<file path="src/rtl/flog_pkg.sv">
// Shared widths and operand bundle for the bfloat16 log2 dispatcher.
// The qNaN constant is the forced result when the core never answers.
package flog_pkg;
  localparam int EXP_WIDTH = 8;
  localparam int FRACT_WIDTH = 7;

  typedef struct packed {
    logic                   sign;
    logic [EXP_WIDTH-1:0]   exp;
    logic [FRACT_WIDTH-1:0] fract;
  } flog_t;

  localparam flog_t QNAN = '{
    sign:  1'b0,
    exp:   8'hFF,
    fract: 7'h40
  };
endpackage

</file>
<file path="src/rtl/flog_dispatch.sv">
// Queues bfloat16 operands and issues them one at a time to a log2 core,
// resetting the core before each issue and forcing a qNaN on timeout.
module flog_dispatch
  import flog_pkg::*;
#(
  parameter int DEPTH      = 4,
  parameter int RST_CYCLES = 2,
  parameter int TIMEOUT    = 64
) (
  input  logic                   clk,
  input  logic                   rst,
  input  logic                   in_valid_i,
  output logic                   in_ready_o,
  input  logic                   in_sign_i,
  input  logic [EXP_WIDTH-1:0]   in_exp_i,
  input  logic [FRACT_WIDTH-1:0] in_fract_i,
  output logic                   core_rst_o,
  output logic                   core_valid_o,
  output logic                   core_sign_o,
  output logic [EXP_WIDTH-1:0]   core_exp_o,
  output logic [FRACT_WIDTH-1:0] core_fract_o,
  input  logic                   core_valid_i,
  input  logic                   core_s_i,
  input  logic [EXP_WIDTH-1:0]   core_e_i,
  input  logic [FRACT_WIDTH-1:0] core_f_i,
  output logic                   out_valid_o,
  input  logic                   out_ready_i,
  output logic                   out_sign_o,
  output logic [EXP_WIDTH-1:0]   out_exp_o,
  output logic [FRACT_WIDTH-1:0] out_fract_o,
  output logic                   out_err_o,
  output logic                   busy_o
);

  localparam int AW = $clog2(DEPTH);
  localparam int CW = $clog2(TIMEOUT + RST_CYCLES + 1);

  typedef enum logic [1:0] {
    IDLE, CRST, RUN, GAP
  } state_t;

  state_t         state_q, state_d;
  flog_t          mem [DEPTH];
  logic [AW-1:0]  wr_ptr_q, rd_ptr_q;
  logic [AW:0]    count_q;
  logic           live_q;
  logic [CW-1:0]  cnt_q, cnt_d;
  flog_t          head, core_op;
  flog_t          res_q, res_d;
  logic           err_q, err_d;
  logic           out_valid_q;
  logic           push, pop, capture;
  logic           full, empty, out_free;

  assign full     = count_q == (AW+1)'(DEPTH);
  assign empty    = count_q == '0;
  // live_q keeps the input closed during the reset cycle itself
  assign in_ready_o = live_q && !full;
  assign push     = in_valid_i && in_ready_o;
  assign head     = mem[rd_ptr_q];
  assign out_free = !out_valid_q || out_ready_i;

  always_comb begin
    state_d      = state_q;
    cnt_d        = cnt_q;
    pop          = 1'b0;
    capture      = 1'b0;
    res_d        = '0;
    err_d        = 1'b0;
    core_rst_o   = 1'b1;
    core_valid_o = 1'b0;
    core_op      = '0;
    unique case (state_q)
      IDLE: begin
        if (!empty && out_free) begin
          state_d = CRST;
          cnt_d   = '0;
        end
      end
      CRST: begin
        core_op = head;
        if (cnt_q == CW'(RST_CYCLES - 1)) begin
          state_d = RUN;
          cnt_d   = '0;
        end else begin
          cnt_d = cnt_q + CW'(1);
        end
      end
      RUN: begin
        core_rst_o   = 1'b0;
        core_valid_o = 1'b1;
        core_op      = head;
        if (core_valid_i) begin
          capture = 1'b1;
          res_d   = '{core_s_i, core_e_i, core_f_i};
        end else if (cnt_q == CW'(TIMEOUT - 1)) begin
          capture = 1'b1;
          res_d   = QNAN;
          err_d   = 1'b1;
        end else begin
          cnt_d = cnt_q + CW'(1);
        end
        if (capture) begin
          pop     = 1'b1;
          state_d = GAP;
          cnt_d   = '0;
        end
      end
      GAP: state_d = IDLE;
      default: state_d = IDLE;
    endcase
  end

  always_ff @(posedge clk) begin
    if (!rst) begin
      state_q <= IDLE;
      cnt_q   <= '0;
    end else begin
      state_q <= state_d;
      cnt_q   <= cnt_d;
    end
  end

  always_ff @(posedge clk) begin
    if (!rst) begin
      wr_ptr_q    <= '0;
      rd_ptr_q    <= '0;
      count_q     <= '0;
      live_q      <= 1'b0;
      out_valid_q <= 1'b0;
      res_q       <= '0;
      err_q       <= 1'b0;
    end else begin
      live_q <= 1'b1;
      if (push) wr_ptr_q <= wr_ptr_q + AW'(1);
      if (pop)  rd_ptr_q <= rd_ptr_q + AW'(1);
      unique case ({push, pop})
        2'b10:   count_q <= count_q + (AW+1)'(1);
        2'b01:   count_q <= count_q - (AW+1)'(1);
        default: count_q <= count_q;
      endcase
      if (capture) begin
        out_valid_q <= 1'b1;
        res_q       <= res_d;
        err_q       <= err_d;
      end else if (out_ready_i) begin
        out_valid_q <= 1'b0;
      end
    end
  end

  always_ff @(posedge clk) begin
    if (push) mem[wr_ptr_q] <= '{in_sign_i, in_exp_i, in_fract_i};
  end

  assign core_sign_o  = core_op.sign;
  assign core_exp_o   = core_op.exp;
  assign core_fract_o = core_op.fract;
  assign out_valid_o  = out_valid_q;
  assign out_sign_o   = res_q.sign;
  assign out_exp_o    = res_q.exp;
  assign out_fract_o  = res_q.fract;
  assign out_err_o    = err_q;
  assign busy_o = (state_q != IDLE) || !empty || out_valid_q;

endmodule

</file>
<file path="config.mk">
export PLATFORM = sky130hd
export DESIGN_NAME = flog_dispatch
export DESIGN_NICKNAME = d
export VERILOG_FILES = /design/src/rtl/flog_pkg.sv /design/src/rtl/flog_dispatch.sv
export SDC_FILE = /design/constraint.sdc
export NUM_CORES = 1
export LEC_CHECK = 0
export ABC_AREA = 1
export CAP_MARGIN = 20
export CORE_MARGIN = 4
export CORE_UTILIZATION = 51
export DETAILED_ROUTE_END_ITERATION = 10
export DONT_BUFFER_PORTS = 1
export PLACE_DENSITY = 0.64
export SYNTH_ARGS = -nofsm -noshare
export SYNTH_HDL_FRONTEND = slang
export SYNTH_SLANG_ARGS = --single-unit
</file>
<file path="constraint.sdc">
create_clock -name clk -period 2.9 [get_ports clk]
set_input_delay 0.58 -clock clk [delete_from_list [all_inputs] [get_ports clk]]
set_output_delay 0.58 -clock clk [all_outputs]
set_load 0.02 [all_outputs]
</file>
==> impl_metrics.toml <==
[outcome]
status = "completed"

[sta]
final.min_clock_period_ns = 2.53
fin_crit_sh = 0.874
max_slew_margin = 0.608
hold-worst-slack_ns = 0.252
final-hold-violation-count = 0
clock-skew-final_ns = 0.00846
final-setup-viol-count = 0
fmax_mhz = 395
fin_tns_setup_ns = 0
tightestPinTransition_ns = 0.587
rsz0062_at_grt = "false"
maxSlewViolCount = 0

[global_route]
top_usage_layer = "met2"
met1_usage = 0.207
antenna_found_initial = 0
track_usage = 0.176
grt_pass1_vias = 2705
use_met2 = 0.300
grt_use_met3 = 0.0582
grt_pass1_wl_um = 13500
grt-ovfl-total = 0
grt_max_degree = 33

[synthesis]
synth_adder_area_share = 0.0341
synth_top_area_frac = 0.451
yosys-mux-area-fraction = 0
netlist_area_um2 = 4260
synthCells = 436
yosys.area_share.simple = 0.168
ys_warn_count = 0
syn_nets = 484
yosys-top-cells-area = "edfxtp_1 45%, dfxtp_1 17%, nor2_1 10%"
synth_top_area_cell = "edfxtp_1"
ys_ff_latch = 101
synth.distinct_cells = 26
synth_compound_area_frac = 0.111
synth_xor_area_frac = 0.00206
synth_top_family_by_area = "simple AND/OR/NAND/NOR gates"
synth_area_per_cell_um2 = 9.76
yosysSeqAreaShare = 0.626

[layout]
stdcell_area_um2 = 4580
final_common_cell = "nor2_1"
area_delta_synth_final_pct = 7.55
final_cell_mix = "115 x nor2_1, 64 x edfxtp_1, 48 x nand2_1, 40 x inv_1, 39 x o21ai_0"
finalNetCount = 488
num_antenna_cells = 0
layout-drive-gt1-share = 0.0968

[clocking]
cts-root-buf = "clkbuf_8"
cts_tree = "built"
cts_sinks = 101
cts_resized = 0
cts_max_level = 3
post_cts_buffers = 0
cts_made_buffers = 9
clock_path_buffers = 2
clk_pin_slew_ns = 0.08
hold_buffers = 0
insertion_delay_ns = 0.35

[route]
vias = 2851
firstDrtPassIters = 4
first_iter_violations = 88
post-route-drc-count = 0
viasPerCell = 5.19
drt-total-wl_um = 8240
drt-wirelength-per-cell_um = 15.0
ant_nets = 0

[power_and_ir_drop]
powerDensity_nw_per_um2 = 791
p_leak_nw = 1.75
vdd.ir_drop.worst_mv = 0.604

[run]
drv_cap = 0

[placement]
gp_congestion = 0.890
place.port_buffers = 0
postPlaceCellArea_um2 = 4370
hpwl_um = 5560

[critical_path]
crit_path_end_kind = "output pin"
critical_path_arrival_ns = 1.95
criticalPathCategory = "reg -> out"
start_kind = "register"
worstPathRequired_ns = 2.32
worst-path-max-fanout = 16

[floorplan]
die-area_um2 = 9870
start_util = 0.521
dieHeight_um = 99.4
fp-row-count = 33
pin_count = 75
die_w_um = 99.4
coreArea_um2 = 8180

[min_path]
min_path_type = "in -> reg"
-- power by group --
part           leakage [nW]  internal, mW  switching (mW)
logic                 0.770         0.236           0.718
registers             0.882          1.63          0.0991
clock network        0.0990         0.485           0.457
-- cells in the mapped netlist --
master / count
xor2_1: 1
inv_1: 40
fa_1: 1
o21ai_0: 39
clkbuf_1: 6
ha_1: 10
nand2_2: 5
inv_2: 1
nand2_1: 48
o21ai_2: 10
buf_6: 1
buf_2: 8
or2_2: 1
a21oi_1: 30
o211a_1: 1
edfxtp_1: 64
o21bai_1: 3
a21boi_1: 1
nor2_4: 1
clkinv_1: 1
buf_8: 1
nand3_2: 1
nand3_1: 9
clkinv_2: 1
nor2_1: 115
dfxtp_1: 37
-- worst max-delay path, cell delays in order (launching register included) --
cell and delay (ns):
dfxtp_1 0.34, inv_1 0.07, ha_1 0.36, inv_1 0.29, a21oi_1 0.54
-- cells by family (layout without fill, tap and decap cells) --
group,count (synthesis),in the layout
flops,101,101
simple gates,180,180
buf+inv,59,67
compound gates,84,84
fa+ha+maj,11,11
xor+xnor,1,1
-- state kept, by name, indices dropped and copies added, names as in the netlist, named ones only --
signal / cells
cnt_q: 7
count_q: 3
live_q: 1
mem: 64
out_err_o: 1
out_exp_o: 8
out_fract_o: 7
out_sign_o: 1
out_valid_o: 1
rd_ptr_q: 2
state_q: 2
wr_ptr_q: 2
-- final timing paths --
check	startpoint	depth (start not counted)	slack, ns	end
hold / removal	rst	0	0.25	live_q$_DFF_P_
setup / recovery	state_q[0]$_SDFFE_PN0P_	4	0.37	core_sign_o
setup reg to reg	cnt_q[0]$_SDFFE_PN0P_	14	0.50	count_q[2]$_SDFFE_PN0P_
hold reg to reg	rd_ptr_q[1]$_SDFFE_PN0P_	2	0.51	rd_ptr_q[1]$_SDFFE_PN0P_
-- final cells by class --
| class | instances | area, um2 |
|---|---|---|
| multi-input cells | 276 | 1340 |
| clock buffers | 10 | 128 |
| well taps | 105 | 131 |
| inverters | 43 | 163 |
| flip-flops and latches | 101 | 2660 |
| fillers | 719 | 3600 |
| repair buffers | 9 | 67.6 |
| clock inverters | 5 | 83.8 |
-- per-stage QoR --
step | util | power (mW) | setup slack (ns) | cells
2_1_floorplan | - | 2.54 | 0.664 | 436
3_3_place_gp | 0.534 | 2.70 | 0.584 | 534
3_5_place_dp | 0.534 | 2.72 | 0.516 | 534
4_1_cts | 0.560 | 3.66 | 0.343 | 549
5_1_grt | 0.560 | 3.85 | 0.189 | 549
6_report | 0.560 | 3.62 | 0.366 | 549
-- per-layer routing --
| layer | wire length (um) | vias to the layer above |
|---|---|---|
| li1 | - | 1433 |
| met3 | 573 | 10 |
| met5 | 0 | - |
| met1 | 3390 | 1331 |
| met2 | 4140 | 77 |
| met4 | 127 | 0 |
Note: power is estimated with default switching activity, not from simulation.
